==> src/rtl/simd_mem_pkg.sv <==
// Shared types and geometry for the dmem port-B vector loader.
package simd_mem_pkg;

  localparam int DMEM_DATA_W = 256;
  localparam int DMEM_BYTE_W = 8;
  localparam int VEC_BYTES   = DMEM_DATA_W / DMEM_BYTE_W;
  localparam int LANE_W      = $clog2(VEC_BYTES);

  typedef enum logic [1:0] {
    IDLE,
    FILL,
    WRITE,
    DONE
  } loader_state_t;

endpackage

==> src/rtl/byte_packer.sv <==
// Assembles a vector word from a byte stream, little-endian by acceptance order.
// wrap flags the edge on which the last lane of a word is filled.
module byte_packer
  import simd_mem_pkg::*;
#(
  parameter int BYTE_W = DMEM_BYTE_W,
  parameter int NB     = VEC_BYTES,
  parameter int LW     = LANE_W
) (
  input  logic                 clk,
  input  logic                 reset,
  input  logic                 clr,
  input  logic                 acc,
  input  logic [BYTE_W-1:0]    din,
  output logic [NB*BYTE_W-1:0] word,
  output logic                 wrap
);

  logic [LW-1:0]              lane;
  logic [NB-1:0][BYTE_W-1:0]  lanes_q;
  logic                       take;

  // clr beats acc so an aborted partial word never advances the pointer
  assign take = acc && !clr;
  assign wrap = take && (lane == LW'(NB - 1));
  assign word = lanes_q;

  // lane pointer: advances per accepted byte, wraps after the last lane
  always_ff @(posedge clk) begin
    if (reset || clr)
      lane <= '0;
    else if (take)
      lane <= (lane == LW'(NB - 1)) ? '0 : lane + LW'(1);
  end

  // per-lane byte registers; only the addressed lane loads
  for (genvar i = 0; i < NB; i++) begin : g_lane
    always_ff @(posedge clk) begin
      if (reset)
        lanes_q[i] <= '0;
      else if (take && (lane == LW'(i)))
        lanes_q[i] <= din;
    end
  end

endmodule

==> src/rtl/dmem_vector_loader.sv <==
// Streams bytes into vector words and writes each word to dmem port B.
// FSM, address generation and word counting live here; packing is in byte_packer.
module dmem_vector_loader
  import simd_mem_pkg::*;
#(
  parameter int DATA_W = DMEM_DATA_W,
  parameter int BYTE_W = DMEM_BYTE_W,
  parameter int ADDR_W = 32,
  parameter int CNT_W  = 16
) (
  input  logic              clk,
  input  logic              reset,
  input  logic              start,
  input  logic              abort,
  input  logic [ADDR_W-1:0] base_addr,
  input  logic [CNT_W-1:0]  num_words,
  input  logic              s_valid,
  input  logic [BYTE_W-1:0] s_data,
  output logic              s_ready,
  output logic              mem_we,
  output logic [ADDR_W-1:0] mem_addr,
  output logic [DATA_W-1:0] mem_wdata,
  output logic              busy,
  output logic              done,
  output logic [CNT_W-1:0]  words_done
);

  localparam int NB      = DATA_W / BYTE_W;
  localparam int LW      = $clog2(NB);
  localparam int ADDR_SH = $clog2(DATA_W / 8);

  loader_state_t     state, state_nxt;
  logic [ADDR_W-1:0] base_q, addr_hold, wr_addr;
  logic [CNT_W-1:0]  num_q;
  logic [DATA_W-1:0] data_hold, pk_word;
  logic              pk_wrap, pk_clr, abort_act, start_ok, last_word;

  assign s_ready   = (state == FILL);
  assign mem_we    = (state == WRITE);
  assign busy      = (state == FILL) || (state == WRITE);
  assign done      = (state == DONE);
  assign abort_act = abort && busy;
  assign start_ok  = (state == IDLE) && start && !abort;
  assign pk_clr    = abort_act || start_ok;
  assign last_word = (words_done + CNT_W'(1)) == num_q;
  // address wraps modulo 2^ADDR_W by construction
  assign wr_addr   = base_q + (ADDR_W'(words_done) << ADDR_SH);

  // write-port outputs follow the live word during WRITE, otherwise hold
  assign mem_addr  = mem_we ? wr_addr : addr_hold;
  assign mem_wdata = mem_we ? pk_word : data_hold;

  byte_packer #(
    .BYTE_W (BYTE_W),
    .NB     (NB),
    .LW     (LW)
  ) u_packer (
    .clk   (clk),
    .reset (reset),
    .clr   (pk_clr),
    .acc   (s_valid && s_ready),
    .din   (s_data),
    .word  (pk_word),
    .wrap  (pk_wrap)
  );

  // next-state: abort outranks all progress in FILL/WRITE
  always_comb begin
    state_nxt = state;
    unique case (state)
      IDLE:    if (start_ok) state_nxt = (num_words == '0) ? DONE : FILL;
      FILL:    if (abort) state_nxt = IDLE;
               else if (pk_wrap) state_nxt = WRITE;
      WRITE:   if (abort) state_nxt = IDLE;
               else state_nxt = last_word ? DONE : FILL;
      DONE:    state_nxt = IDLE;
      default: state_nxt = IDLE;
    endcase
  end

  // state, transfer latches, word counter and output hold registers
  always_ff @(posedge clk) begin
    if (reset) begin
      state      <= IDLE;
      base_q     <= '0;
      num_q      <= '0;
      words_done <= '0;
      addr_hold  <= '0;
      data_hold  <= '0;
    end else begin
      state <= state_nxt;
      if (start_ok) begin
        base_q     <= base_addr;
        num_q      <= num_words;
        words_done <= '0;
      end
      // the write in WRITE always lands, even when aborted, so it is counted
      if (state == WRITE) begin
        words_done <= words_done + CNT_W'(1);
        addr_hold  <= wr_addr;
        data_hold  <= pk_word;
      end
    end
  end

endmodule
==> config.mk <==
export PLATFORM = sky130hd
export DESIGN_NAME = dmem_vector_loader
export DESIGN_NICKNAME = d
export VERILOG_FILES = /design/src/rtl/simd_mem_pkg.sv /design/src/rtl/byte_packer.sv /design/src/rtl/dmem_vector_loader.sv
export SDC_FILE = /design/constraint.sdc
export NUM_CORES = 1
export LEC_CHECK = 0
export CAP_MARGIN = 10
export CORE_ASPECT_RATIO = 0.5
export CORE_MARGIN = 3
export CORE_UTILIZATION = 43
export DETAILED_ROUTE_END_ITERATION = 6
export PLACE_DENSITY_LB_ADDON = 0.1
export SLEW_MARGIN = 20
export SYNTH_ARGS = -nofsm -noshare
export SYNTH_HDL_FRONTEND = slang
export SYNTH_HIERARCHICAL = 1
export SYNTH_SLANG_ARGS = --single-unit
==> constraint.sdc <==
create_clock -name clk -period 7.25 [get_ports clk]
set_input_delay 0.725 -clock clk [delete_from_list [all_inputs] [get_ports clk]]
set_output_delay 0.725 -clock clk [all_outputs]
set_load 0.02 [all_outputs]
==> impl_metrics.json <==
{
  "synth_flop_cell": "dfxtp_1",
  "hold_ws_ns": 0.452,
  "start_kind": "flip-flop",
  "io_pins": 369,
  "hold_viol": 0,
  "dr.pass1.iters": 5,
  "swShare_pct": 27.5,
  "std_cell_rows": 62,
  "startpoint": "words_done[0]",
  "power.share.clock_pct": 38.1,
  "multi_input_area_um2": 12700,
  "tightestPinTransition_ns": 1.17,
  "die_w_um": 352,
  "setup_tns_ns": 0,
  "cts_hold_buf": 0,
  "post_cts_resized": 0,
  "antenna_left": 0,
  "drcViolationCount": 0,
  "seq_power_share_pct": 45.8,
  "ff2ff_path_depth": 10,
  "yosysWarnings": 6,
  "drt-total-wl_um": 68000,
  "drv_slew": 0,
  "port_buffers": 368,
  "clock_skew_ns": 0.0255,
  "drt_iter0_drc": 1068,
  "endpoint_kind": "primary output",
  "routedWlPerCell_um": 19.1,
  "grtUsageTotal_pct": 21.0,
  "synth-seq-cells": 615,
  "setup_violations": 0,
  "numClockSinks": 615,
  "postCtsSetupBuffers": 0,
  "place_congestion": 0.851,
  "synth_cell_types": 66,
  "crit_end": "mem_addr[25]",
  "switchingPower_uw": 2100,
  "r2r_setup_slack_ns": 3.28,
  "dpl.hpwl_um": 43800,
  "root_buffer": "clkbuf_16",
  "layout_common_cells": "dfxtp_1, clkdlybuf4s50_1, and2_1, mux2_2",
  "die_area_um2": 62800,
  "nFillCells": 5251,
  "mostFrequentLayoutCell": "dfxtp_1",
  "synth_fp_nets": 2575,
  "antenna_found_initial": 0,
  "die_h_um": 179,
  "cp.arrival_ns": 4.26,
  "synth-edff-count": 0,
  "via_per_inst": 5.11,
  "seqCellArea_um2": 12300,
  "path_max_fanout": 9,
  "period_share_pct": 68.8,
  "layout.nets": 2847,
  "core_um2": 58200,
  "clock_path_buffers": 3,
  "synth.avg_cell_area_um2": 10.3,
  "hold_class": "reg -> reg",
  "grt_pass1_wl_um": 103000,
  "setup.worst_path.class": "reg -> out",
  "powerDensity_nw_per_um2": 242,
  "ir_worst_vdd_mv": 0.234,
  "period_minus_slack_ns": 4.99,
  "drive_above_1_share_pct": 15.4,
  "gr-total-overflow": 0,
  "start_util_pct": 44.1,
  "grt_max_degree": 163,
  "worstPathRequired_ns": 6.52,
  "htree_levels": 2,
  "r2r_start": "u_packer/lane[0]",
  "final_cells": 3567,
  "syn_inst": 2485,
  "rsz0062_at_grt": "false",
  "r2r-end": "state[1]",
  "synth-async-reset-ratio_pct": 0,
  "p_comb_share_pct": 16.1,
  "drv_cap": 0,
  "ys_seq_area_share_pct": 48.0,
  "power.internal_uw": 5540,
  "syn_area_um2": 25700,
  "antenna_cells": 0,
  "clkLatencyLatePin_ns": 0.61,
  "cts_buffers": 54,
  "power_leakage_uw": 0.0135,
  "vias": 18200,
  "grt_pass1_vias": 17600,
  "relSlewSlack_pct": 21.8,
  "post-place-cells": 3468,
  "cts_tree": "built",
  "max_freq_mhz": 201,
  "path_clk_slew_ns": 0.07,
  "status": "completed",
  "syn_to_final_growth_pct": 23.1
}
==> logic make-up after synthesis <==
logic type | count (synthesis) | share of synthesized area, %
simple gates | 892 | 20.1
flops | 615 | 48.0
mux | 512 | 21.3
compound gates | 221 | 5.22
buf+inv | 185 | 2.92
xor+xnor | 31 | 1.06
fa+ha+maj | 29 | 1.44
==> worst min path at each step <==
stage / to / slack [ns] / cells past startpoint / startpoint
finish: u_packer/word[125] / 0.45 / 2 / u_packer/word[125]
global route: u_packer/word[120] / 0.47 / 2 / u_packer/word[120]
CTS: u_packer/word[125] / 0.45 / 2 / u_packer/word[125]
detailed placement: u_packer/word[122] / 0.44 / 2 / u_packer/word[122]
global placement: base_q[1] / 0.44 / 2 / base_q[1]
floorplan: base_q[0] / 0.43 / 2 / base_q[0]
==> cell usage after synthesis (all sizes together), types with 2 or more instances <==
master  count  area share (%)
a22oi       2           0.058
o21ai      26            0.51
mux2i     244             9.5
and3       17            0.42
or3         4           0.097
a2111o      3            0.13
a41oi       2           0.068
mux2      268              12
nand2b    253             6.2
clkbuf    141             2.1
a21oi     115             2.2
o211ai      5            0.15
a211o       2           0.068
and2      275             6.7
dfxtp     615              48
buf        32            0.67
nand3b      8            0.23
a21o       14            0.41
nor4bb      4            0.16
xor2        9            0.31
nand2     179             2.9
or2         3           0.073
nand3      38            0.78
a31oi      19            0.46
o21a        4            0.12
a311oi      9            0.31
nor2       44            0.66
or4         9            0.26
nand4      14            0.46
and4b       3            0.12
o22ai       2           0.049
inv        12            0.18
nor3       11            0.23
and4        5            0.17
nor2b       9            0.22
o31ai       5            0.15
a211oi      5            0.15
nor4        8            0.20
o21bai      2           0.058
ha         28             1.4
nor3b       4            0.12
xnor2      22            0.75
==> worst max-delay path, cell delays in order (launching register included) <==
cell and delay (ns):
dfxtp_1 0.40, ha_1 0.27, fa_1 0.41, a21o_1 0.19, a221oi_1 0.57, or4b_1 0.28, a21o_1 0.32, nand2b_1 0.17
a311oi_1 0.37, clkdlybuf4s50_1 0.67
==> per-layer routing <==
layer  GRT usage, %  share of wire (%)  vias up
met5              0                  0        -
met4           3.89                1.5        0
met3           3.43                3.9       85
met2           37.3                 50      320
met1           27.0                 45     8862
li1               -                  -     8958
==> per-stage QoR <==
stage	worst slack, ns	utilization [%]	total power [uW]	area [um2]
finish	2.26	54.3	7630	31600
global route	2.02	54.3	7950	31600
CTS	2.26	54.3	7730	31600
detailed placement	2.93	51.3	4810	29800
global placement	2.98	51.3	4810	29800
floorplan	3.46	-	4420	25700
==> final cells by class <==
class                      count  area share [%]
inverter                      12           0.158
multi-input combinational   1685            40.0
clock inverter                17           0.574
sequential                   615            39.0
tap                          768            3.04
clock buffer                  81            4.98
timing repair buffer         389            12.2
==> flip-flops by register name (all words and copies together), names as in the netlist <==
| signal | cells |
|---|---|
| words_done | 16 |
| base_q | 32 |
| u_packer/word | 256 |
| num_q | 16 |
| state | 2 |
| data_hold | 256 |
| u_packer/lane | 5 |
| addr_hold | 32 |
==> power groups by stage <==
stage          combinational [uW]  clock [uW]  sequential (uW)
2_1_floorplan                 860           0             3560
3_5_place_dp                 1240           0             3570
3_3_place_gp                 1240           0             3570
6_report                     1230        2910             3500
5_1_grt                      1320        3120             3500
4_1_cts                      1240        2990             3500
Power figures use the tool's default switching activity.
